$ cat config.mk
export PLATFORM = sky130hd
export DESIGN_NAME = arb4_rr
export DESIGN_NICKNAME = d
export VERILOG_FILES = /design/src/rtl/arb4_rr_pkg.sv /design/src/rtl/arb4_rr_pick.sv /design/src/rtl/arb4_rr.sv
export SDC_FILE = /design/constraint.sdc
export NUM_CORES = 1
export LEC_CHECK = 0
export ABC_AREA = 1
export ABC_CLOCK_PERIOD_IN_PS = 2300
export BUFFER_PORTS_ARGS = -buffer_cell sky130_fd_sc_hd__buf_2
export CAP_MARGIN = 0
export CORE_ASPECT_RATIO = 0.8
export CORE_UTILIZATION = 40
export DETAILED_ROUTE_END_ITERATION = 12
export MAX_ROUTING_LAYER = met4
export PLACE_DENSITY = 0.63
export SLEW_MARGIN = 30
export SYNTH_ARGS = -nofsm -noshare
export SYNTH_HDL_FRONTEND = slang
export SYNTH_SLANG_ARGS = --single-unit
$ cat constraint.sdc
create_clock -name clk -period 2.3 [get_ports clk]
set_input_delay 0.46 -clock clk [delete_from_list [all_inputs] [get_ports clk]]
set_output_delay 0.46 -clock clk [all_outputs]
set_load 0.02 [all_outputs]
$ cat src/rtl/arb4_rr_pkg.sv
// Shared types and the rotate-priority search used by the round-robin arbiters.
// The search is written for up to MAXN requesters so narrower arbiters can reuse it.
package arb_pkg;
  localparam int IDW  = 3;
  localparam int MAXN = 8;

  typedef enum logic {
    IDLE = 1'b0,
    OWN  = 1'b1
  } state_t;

  typedef struct packed {
    logic           valid;
    logic [IDW-1:0] idx;
  } pick_t;

  // First set bit scanning from (last+1) mod n, wrapping round to last itself.
  function automatic pick_t next_winner(input logic [MAXN-1:0] req,
                                        input logic [IDW-1:0]  last,
                                        input int              n);
    pick_t          p;
    int             i;
    logic [IDW-1:0] ii;
    p = '0;
    for (int k = 1; k <= MAXN; k++) begin
      if (k <= n) begin
        i  = (int'(last) + k) % n;
        ii = i[IDW-1:0];
        if (!p.valid && req[ii]) begin
          p.valid = 1'b1;
          p.idx   = ii;
        end
      end
    end
    return p;
  endfunction
endpackage

$ cat src/rtl/arb4_rr_pick.sv
// Combinational rotate-priority encoder: picks the first requester after last, wrapping.
module rr_pick
  import arb_pkg::*;
#(
  parameter int N = 4
) (
  input  logic [N-1:0]   req,
  input  logic [IDW-1:0] last,
  output logic [IDW-1:0] idx,
  output logic           valid
);

  logic [MAXN-1:0] req_w;
  pick_t           p;

  always_comb begin
    req_w        = '0;
    req_w[N-1:0] = req;
    p            = next_winner(req_w, last, N);
    idx          = p.idx;
    valid        = p.valid;
  end

endmodule

$ cat src/rtl/arb4_rr.sv
// N-way round-robin arbiter with registered one-hot grant and a bounded tenure.
// The last-owner register doubles as the current owner while in OWN.
module arb4_rr
  import arb_pkg::*;
#(
  parameter int N        = 4,
  parameter int MAX_HOLD = 8,
  parameter int CW       = 8
) (
  input  logic           clk,
  input  logic           rst,
  input  logic [N-1:0]   req,
  output logic [N-1:0]   gnt,
  output logic [IDW-1:0] gnt_id,
  output logic           busy
);

  state_t         state, state_n;
  logic [IDW-1:0] last, last_n;
  logic [CW-1:0]  cnt, cnt_n;
  logic [IDW-1:0] pick_idx;
  logic           pick_vld;
  logic           own_req;

  // Searching from last covers every case: after a release the owner's bit is
  // clear, and on timeout the owner is only found again if nobody else waits.
  rr_pick #(.N(N)) u_pick (
    .req   (req),
    .last  (last),
    .idx   (pick_idx),
    .valid (pick_vld)
  );

  assign own_req = |(req & (N'(1) << last));

  always_ff @(posedge clk or negedge rst) begin
    if (!rst) begin
      state <= IDLE;
      last  <= IDW'(N - 1);
      cnt   <= '0;
    end else begin
      state <= state_n;
      last  <= last_n;
      cnt   <= cnt_n;
    end
  end

  always_comb begin
    state_n = state;
    last_n  = last;
    cnt_n   = cnt;
    if (state == OWN && own_req && cnt < CW'(MAX_HOLD)) begin
      cnt_n = cnt + CW'(1);
    end else if (pick_vld) begin
      state_n = OWN;
      last_n  = pick_idx;
      cnt_n   = CW'(1);
    end else begin
      state_n = IDLE;
      cnt_n   = '0;
    end
  end

  always_comb begin
    gnt    = '0;
    gnt_id = '0;
    busy   = 1'b0;
    if (state == OWN) begin
      gnt    = N'(1) << last;
      gnt_id = last;
      busy   = 1'b1;
    end
  end

endmodule
==> impl_metrics.ini, run 1 <==
[timing]
slew_violations = 0
max_freq_mhz = 509
hold_viol_final = 0
fin_crit_sh = 0.854
setup_viol_count_final = 0
rsz0062_at_grt = false
period_minus_slack_ps = 1960
clock_skew_ps = 3.99
finalSetupTns_ps = 0
fin_ws_ps = 336

[final_layout]
stdcell_area_um2 = 857
syn2layout_area_growth_pct = 16.5
seqCellArea_um2 = 278
nets = 127
drive_gt1_frac = 0.287
utilization = 0.512
nFillCells = 176
multi_input_area_um2 = 393
num_antenna_cells = 0

[clock_network]
clockBufferDepth = 2
clk_pin_slew_ps = 70
cts.sinks = 11
cts_buffers = 3
cts_setup_buffers = 0
cts-resized-gates = 0
cts_tree = built
holdBufCountCts = 0
htree_levels = 1
insertion_delay_ps = 270
root_buffer = clkbuf_4

[routing]
vias = 624
wl_um = 1290
vias_per_cell = 4.55
firstDrtPassIters = 4
avgRoutedWirePerCell_um = 9.40
ant_nets = 0
drtIter0Drc = 14
remaining_drc_errors = 0

[run_status]
outcome = finished clean

[logic_synthesis]
syn-cell-area_um2 = 736
synth_seq_cells = 11
synthFlopType = dfrtp_1
synth_async_sr_flop_share = 1.00
synth_cells = 96
synth-compound-area-share = 0.0323
synthTopCellsByArea = dfrtp_1 (31%), nand2_1 (13%), ha_1 (8.5%)
synth_xor_area_frac = 0.0238
synth_edf_count = 0
synth_commonest_cells = nand2_1 (25), inv_1 (16), dfrtp_1 (9)
synth_top_family_by_area = simple AND/OR/NAND/NOR gates
synth-simple-area-share = 0.367
avgSynthCellArea_um2 = 7.66
synth-adder-area-share = 0.0850
yosysMostFrequentCell = nand2_1
synth_warnings = 0
ys_seq_area_frac = 0.378
synth_area_leader_cell = dfrtp_1
synth_top_area_share = 0.306
synth_cell_type_count = 20
muxShareOfSynthArea = 0

[worst_setup_path]
arrival_ps = 1500
cp_num_buf_inv = 3
crit_path_top_delay_cell = dfstp_2
crit_cells = 5
slowest_delay_ps = 630
critPathTopFamily = flip-flops
worstPathMaxFanout = 9
worstSetupStartpointType = flop
critical_path_required_ps = 1840
worstSetupEndpointType = output port
cp_cell_sequence = inv_2 > ha_1 > nand2_1 > inv_1 > buf_2
worst-setup-path-type = reg -> out
r2r_cells = 9

[global_routing]
track_usage = 0.157
grt_max_degree = 12
gr-total-overflow = 0
grt_pass1_wl_um = 2150
antenna_found_initial = 0
grt_pass1_vias = 509

[floorplan]
core_area_um2 = 1680
die_area_um2 = 2020
start_util = 0.439
num_rows = 13
fp.dieW_um = 50.0
die_h_um = 40.4
pin_count = 14

[placement]
place_area_um2 = 831
gp_congestion = 0.856
portBuffers = 12
dp_slack_ps = 543
dpl.hpwl_um = 1020

[power_and_ir_drop]
power.density_nw_per_um2 = 1400
ir_drop_mv = 0.690
p_leak_nw = 0.515

[job]
maxCapViolations = 0

[worst_hold_path]
hold_class = in -> async
## power by group
group	switching, mW	leakage (nW)	internal (mW)
registers	0.0597	0.128	0.249
clock network	0.0627	0.0150	0.0672
logic	0.492	0.372	0.265
total	0.614	0.515	0.582
## path summary, 6_finish.rpt
check / startpoint / endpoint / slack, ps
setup / recovery: flop / gnt[0] / 340
hold reg to reg: last[1] / last[1] / 520
setup reg to reg: flop / flop / 520
hold / removal: rst / cnt[1] / 40
min in group clk: last[1] / last[1] / 520
max in group asynchronous: rst / asynchronous set/reset pin / 2010
## flip-flops by register name (all words and copies together) (netlist names), named ones only
signal and flops:
cnt 8, last 1, state 1
## stage by stage
step / power, mW / std cells / hold slack [ps]
floorplan: 0.900 / 100 / 164
global placement: 1.07 / 133 / 334
finish: 1.20 / 137 / 36.2
CTS: 1.21 / 137 / 39.9
global route: 1.33 / 137 / 40.3
detailed placement: 1.07 / 133 / 335
## worst register-to-register path: stages, from the launching register on
cell and delay [ps]:
dfstp_2 630, inv_2 120, ha_1 350, inv_1 110, nand2_2 70, nand2_2 60, clkinv_2 80, nand3_2 90
nand3_2 70, o21ai_1 130
## layout by cell type (no fill, tap or decap), types with 2 or more instances in the layout
| cell type | Yosys | routed |
|---|---|---|
| inv_1 | 16 | 16 |
| buf_2 | 0 | 12 |
| dfstp_2 | 2 | 2 |
| nand3_2 | 5 | 5 |
| inv_2 | 2 | 2 |
| dfrtp_1 | 9 | 9 |
| nand2_1 | 25 | 25 |
| nand2_2 | 6 | 6 |
| clkbuf_4 | 0 | 3 |
| ha_1 | 5 | 5 |
| nor2_1 | 6 | 6 |
| conb_1 | 1 | 5 |
| nand4_1 | 4 | 4 |
| o21ai_1 | 2 | 2 |
| nand3_1 | 6 | 6 |
## final cells by class
cell class              instances  area share
flip-flops and latches         11       0.324
inverters                      19      0.0847
repair buffers                 12      0.0701
multi-input cells              69       0.458
clock buffers                   4      0.0307
well taps                      22      0.0321
## metal layers
metal,vias to the layer above,part of all wire,track usage
li1,329,-,-
met1,272,0.51,0.191
met2,21,0.42,0.250
met3,2,0.060,0.0568
met4,0,0.0078,0.0429
met5,-,0,-
## kinds of logic after synthesis
kind of cell    after synthesis
compound gates                4
simple gates                 53
flops                        11
fa+ha+maj                     5
other cells                   1
buf+inv                      20
xor+xnor                      2
No activity file was read; power rests on OpenSTA's default activity.
==> run 2: changes to the inputs <==
- ABC_CLOCK_PERIOD_IN_PS: 2300 -> 1800
- PLACE_DENSITY: 0.63 -> 0.65
- clock period: 2.3 -> 1.8 ns (I/O delays scaled with it)
==> impl_metrics.ini, run 2 (synthesized netlist as in run 1, its figures left out) <==
[placement]
gp_congestion = 0.870
dpl.hpwl_um = 1170
place_inst = 135
place_area_um2 = 846
portBuffers = 12
dp_slack_ps = 89.1

[timing]
clock_skew_ps = 7.34
rsz0062_at_grt = true
fin_crit_sh = 0.975
period_minus_slack_ps = 1750
finalSetupTns_ps = 0
hold_viol_final = 0
max_freq_mhz = 570
hold-worst-slack_ps = 486
slew_violations = 0
fin_ws_ps = 45.5
setup_viol_count_final = 0

[worst_setup_path]
worst-setup-path-type = reg -> out
critical_path_required_ps = 1440
worstSetupStartpointType = flop
arrival_ps = 1390
worstSetupEndpointType = output port
worstPathMaxFanout = 6

[final_layout]
nFillCells = 159
layoutNonFillerInstCount = 144
largest_register = cnt
layout_common_cells = nand2_1 (25), inv_1 (15), buf_2 (12)
utilization = 0.544
reg_top3 = cnt (8), last (1), state (1)
stdcell_area_um2 = 912
final_common_cell = nand2_1
largest_reg_flops = 8
num_antenna_cells = 0
nets = 134
drive_gt1_frac = 0.328
syn2layout_area_growth_pct = 24.0

[global_routing]
grt_max_degree = 12
track_usage = 0.184
gr-total-overflow = 0
grt_pass1_wl_um = 2500
grt_pass1_vias = 574
antenna_found_initial = 0

[routing]
ant_nets = 0
remaining_drc_errors = 0
firstDrtPassIters = 4
drtIter0Drc = 15
avgRoutedWirePerCell_um = 10.9
vias = 675
vias_per_cell = 4.69
wl_um = 1570

[floorplan]
die_area_um2 = 2020
num_rows = 13
fp.dieW_um = 50.0
pin_count = 14
start_util = 0.439
die_h_um = 40.4
core_area_um2 = 1680

[clock_network]
htree_levels = 1
root_buffer = clkbuf_4
cts_tree = built
clockBufferDepth = 2
clk_pin_slew_ps = 70
insertion_delay_ps = 270
cts_buffers = 3
cts.sinks = 11

[power_and_ir_drop]
ir_drop_mv = 0.900
power_mw = 1.65
power.density_nw_per_um2 = 1810
p_leak_nw = 0.547

[worst_hold_path]
hold_class = in -> async

[run_status]
outcome = finished clean

[job]
maxCapViolations = 0
## run 2: cell types whose count changed in the layout (fill, tap and decap cells not counted), sizes merged
cell / previous run / this run
buf: 12 / 18
dlygate4sd3: 0 / 1
## run 2: where the power goes
part / leakage, nW / switching [mW] / internal (mW)
registers: 0.128 / 0.0765 / 0.318
logic: 0.404 / 0.684 / 0.409
clock network: 0.0150 / 0.0763 / 0.0857
## run 2: area by class of cell
| type | instances | area (um2) | area share |
|---|---|---|---|
| inverters | 19 | 72.6 | 0.0796 |
| multi-input cells | 69 | 393 | 0.431 |
| repair buffers | 19 | 115 | 0.126 |
| clock buffers | 4 | 26.3 | 0.0288 |
| well taps | 22 | 27.5 | 0.0302 |
| flip-flops and latches | 11 | 278 | 0.305 |
## run 2: final timing paths
path / start / slack (ps) / depth (start not counted) / end
max in group asynchronous: rst / 1050 / 2 / asynchronous set/reset pin
worst min register to register: cnt[2] / 560 / 2 / cnt[2]
worst max-delay path: last[1] / 50 / 5 / gnt[0]
worst min-delay path: rst / 490 / 2 / cnt[2]
worst max register to register: last[1] / 90 / 9 / flop
min in group clk: req[0] / 540 / 5 / state
## run 2: what timing repair did
item | in CTS | in global routing
hold buffers | 1 | 0
setup buffers | 0 | 4
endpoints found under the setup margin | 0 | 6
resized for setup | 0 | 1
hold endpoints to repair | 9 | 0
## run 2: layer usage
layer  up-vias  track usage  routed length, um
met5         -            -                  0
met2        31        0.274                682
met1       296        0.230                747
met3         2       0.0833                124
met4         0       0.0429                 16
li1        346            -                  -
## run 2: worst max-delay path, stage by stage (launching register included)
cell and delay, ps:
dfstp_2 610, inv_2 70, ha_1 200, nand2_1 60
inv_1 40, buf_2 140
==> run 3: changes to the inputs <==
- ABC_AREA: 1 -> not set
- MAX_ROUTING_LAYER: met4 -> not set
- SLEW_MARGIN: 30 -> 20
==> impl_metrics.ini, run 3 <==
[placement]
gp_congestion = 0.839
dp_slack_ps = -119
place_inst = 97
dpl.hpwl_um = 1050
portBuffers = 12
place_area_um2 = 855

[worst_setup_path]
critPathTopFamily = flip-flops
worst-setup-path-type = reg -> reg
worstSetupStartpointType = flop
critical_path_required_ps = 1940
worstPathMaxFanout = 5
slowest_delay_ps = 620
worstSetupEndpointType = flop
cp_num_buf_inv = 1
crit_path_top_delay_cell = dfstp_2
arrival_ps = 2030
cp_cell_sequence = inv_4 > ha_4 > mux4_2 > nor3_4 > nand2b_1 > a21boi_1

[final_layout]
nFillCells = 135
multi_input_area_um2 = 478
drive_gt1_frac = 0.529
final_common_cell = buf_4
num_antenna_cells = 0
layout_common_cells = buf_4 (11), buf_2 (10), dfrtp_1 (9)
layoutNonFillerInstCount = 109
nets = 99
largest_register = cnt
syn2layout_area_growth_pct = 39.9
stdcell_area_um2 = 996
utilization = 0.606
seqCellArea_um2 = 278
reg_top3 = cnt (8), last (1), state (1)
largest_reg_flops = 8

[logic_synthesis]
synth_seq_cells = 11
yosysMostFrequentCell = dfrtp_1
synthTopCellsByArea = dfrtp_1 (32%), mux4_2 (9.5%), ha_1 (8.8%)
ys_seq_area_frac = 0.390
synth_cells = 56
synth_area_leader_cell = dfrtp_1
synthFlopType = dfrtp_1
synth_warnings = 0
synth_edf_count = 0
syn-cell-area_um2 = 712
synth_async_sr_flop_share = 1.00
synth_cell_type_count = 29
avgSynthCellArea_um2 = 12.7
synth_commonest_cells = dfrtp_1 (9), and2_1 (8), ha_1 (5)
synth_top_area_share = 0.316

[routing]
avgRoutedWirePerCell_um = 13.3
drtIter0Drc = 7
vias_per_cell = 4.97
ant_nets = 0
vias = 542
firstDrtPassIters = 4
wl_um = 1450
remaining_drc_errors = 0

[global_routing]
grt_max_degree = 12
grt_pass1_vias = 521
grt_pass1_wl_um = 2270
track_usage = 0.164
antenna_found_initial = 0
gr-total-overflow = 0

[timing]
max_freq_mhz = 529
hold_viol_final = 0
clock_skew_ps = 5.81
setup_viol_count_final = 4
slew_violations = 0
finalSetupTns_ps = -252
period_minus_slack_ps = 1890
fin_ws_ps = -90.3
rsz0062_at_grt = true
fin_crit_sh = 1.05

[floorplan]
die_area_um2 = 1950
core_area_um2 = 1640
die_h_um = 39.7
start_util = 0.433
num_rows = 13
fp.dieW_um = 49.2
pin_count = 14

[clock_network]
root_buffer = clkbuf_4
htree_levels = 1
cts.sinks = 11
cts_buffers = 3
insertion_delay_ps = 260
clockBufferDepth = 2
cts_tree = built
clk_pin_slew_ps = 70

[power_and_ir_drop]
power.density_nw_per_um2 = 1800
p_leak_nw = 0.442
ir_drop_mv = 1.23

[job]
maxCapViolations = 0

[run_status]
violations = setup timing
outcome = finished, violations left

[worst_hold_path]
hold_class = in -> async
==> run 3: changes by cell type in the layout (fill, tap and decap cells not counted), sizes merged, moves of 2 or more <==
cell | before | now
a221o | 0 | 2
nand4 | 4 | 0
and2 | 0 | 9
nand2 | 32 | 0
nor2 | 6 | 1
nand2b | 0 | 2
buf | 18 | 24
inv | 18 | 2
o21ai | 4 | 1
mux4 | 0 | 4
nand3 | 11 | 1
a22oi | 0 | 2
==> run 3: final cells by class <==
class / instances / area share
clock buffer: 4 / 0.0264
timing repair buffer: 25 / 0.177
multi-input combinational: 45 / 0.480
sequential: 11 / 0.279
inverter: 2 / 0.0101
tap: 22 / 0.0276
==> run 3: kinds of logic after synthesis <==
logic type	synth area share
other cells	0.00527
simple gates	0.148
compound gates	0.149
buf+inv	0.0369
fa+ha+maj	0.0879
flops	0.390
mux	0.146
xor+xnor	0.0369
==> run 3: layer usage <==
| layer | track usage | vias to the layer above | wire, um |
|---|---|---|---|
| met1 | 0.198 | 267 | 652 |
| met2 | 0.291 | 13 | 746 |
| met4 | 0.0221 | 0 | 0 |
| met3 | 0.0581 | 0 | 46 |
| li1 | - | 262 | - |
| met5 | 0 | - | 0 |
==> run 3: final timing paths <==
| kind | start | endpoint | slack [ps] | cells past startpoint |
|---|---|---|---|---|
| min reg2reg | cnt[0] | cnt[0] | 500 | 1 |
| min | rst | cnt[3] | 490 | 2 |
| max | flop | cnt[0] | -90 | 6 |
| min in group clk | cnt[0] | cnt[0] | 500 | 1 |
| max in group asynchronous | rst | last[1] | 1050 | 2 |
| max reg2reg | flop | cnt[0] | -90 | 6 |
==> run 3: repair_timing <==
action                                 CTS  global route
hold buffers                             1             0
pin swaps                                2             3
setup buffers                            3             4
endpoints found under the hold margin    9             0
resized for setup                        0            12
setup endpoints to repair                9            10
==> run 3: power by group <==
group	leakage, nW	internal [mW]	switching [mW]
clock	0.0150	0.0856	0.0757
combinational	0.299	0.666	0.589
sequential	0.128	0.317	0.0577
total	0.442	1.07	0.722
==> run 3: stage by stage <==
step	hold slack, ps	power, mW
finish	485	1.79
global placement	236	1.36
detailed placement	237	1.40
global route	507	1.90
floorplan	64.4	1.13
CTS	486	1.62
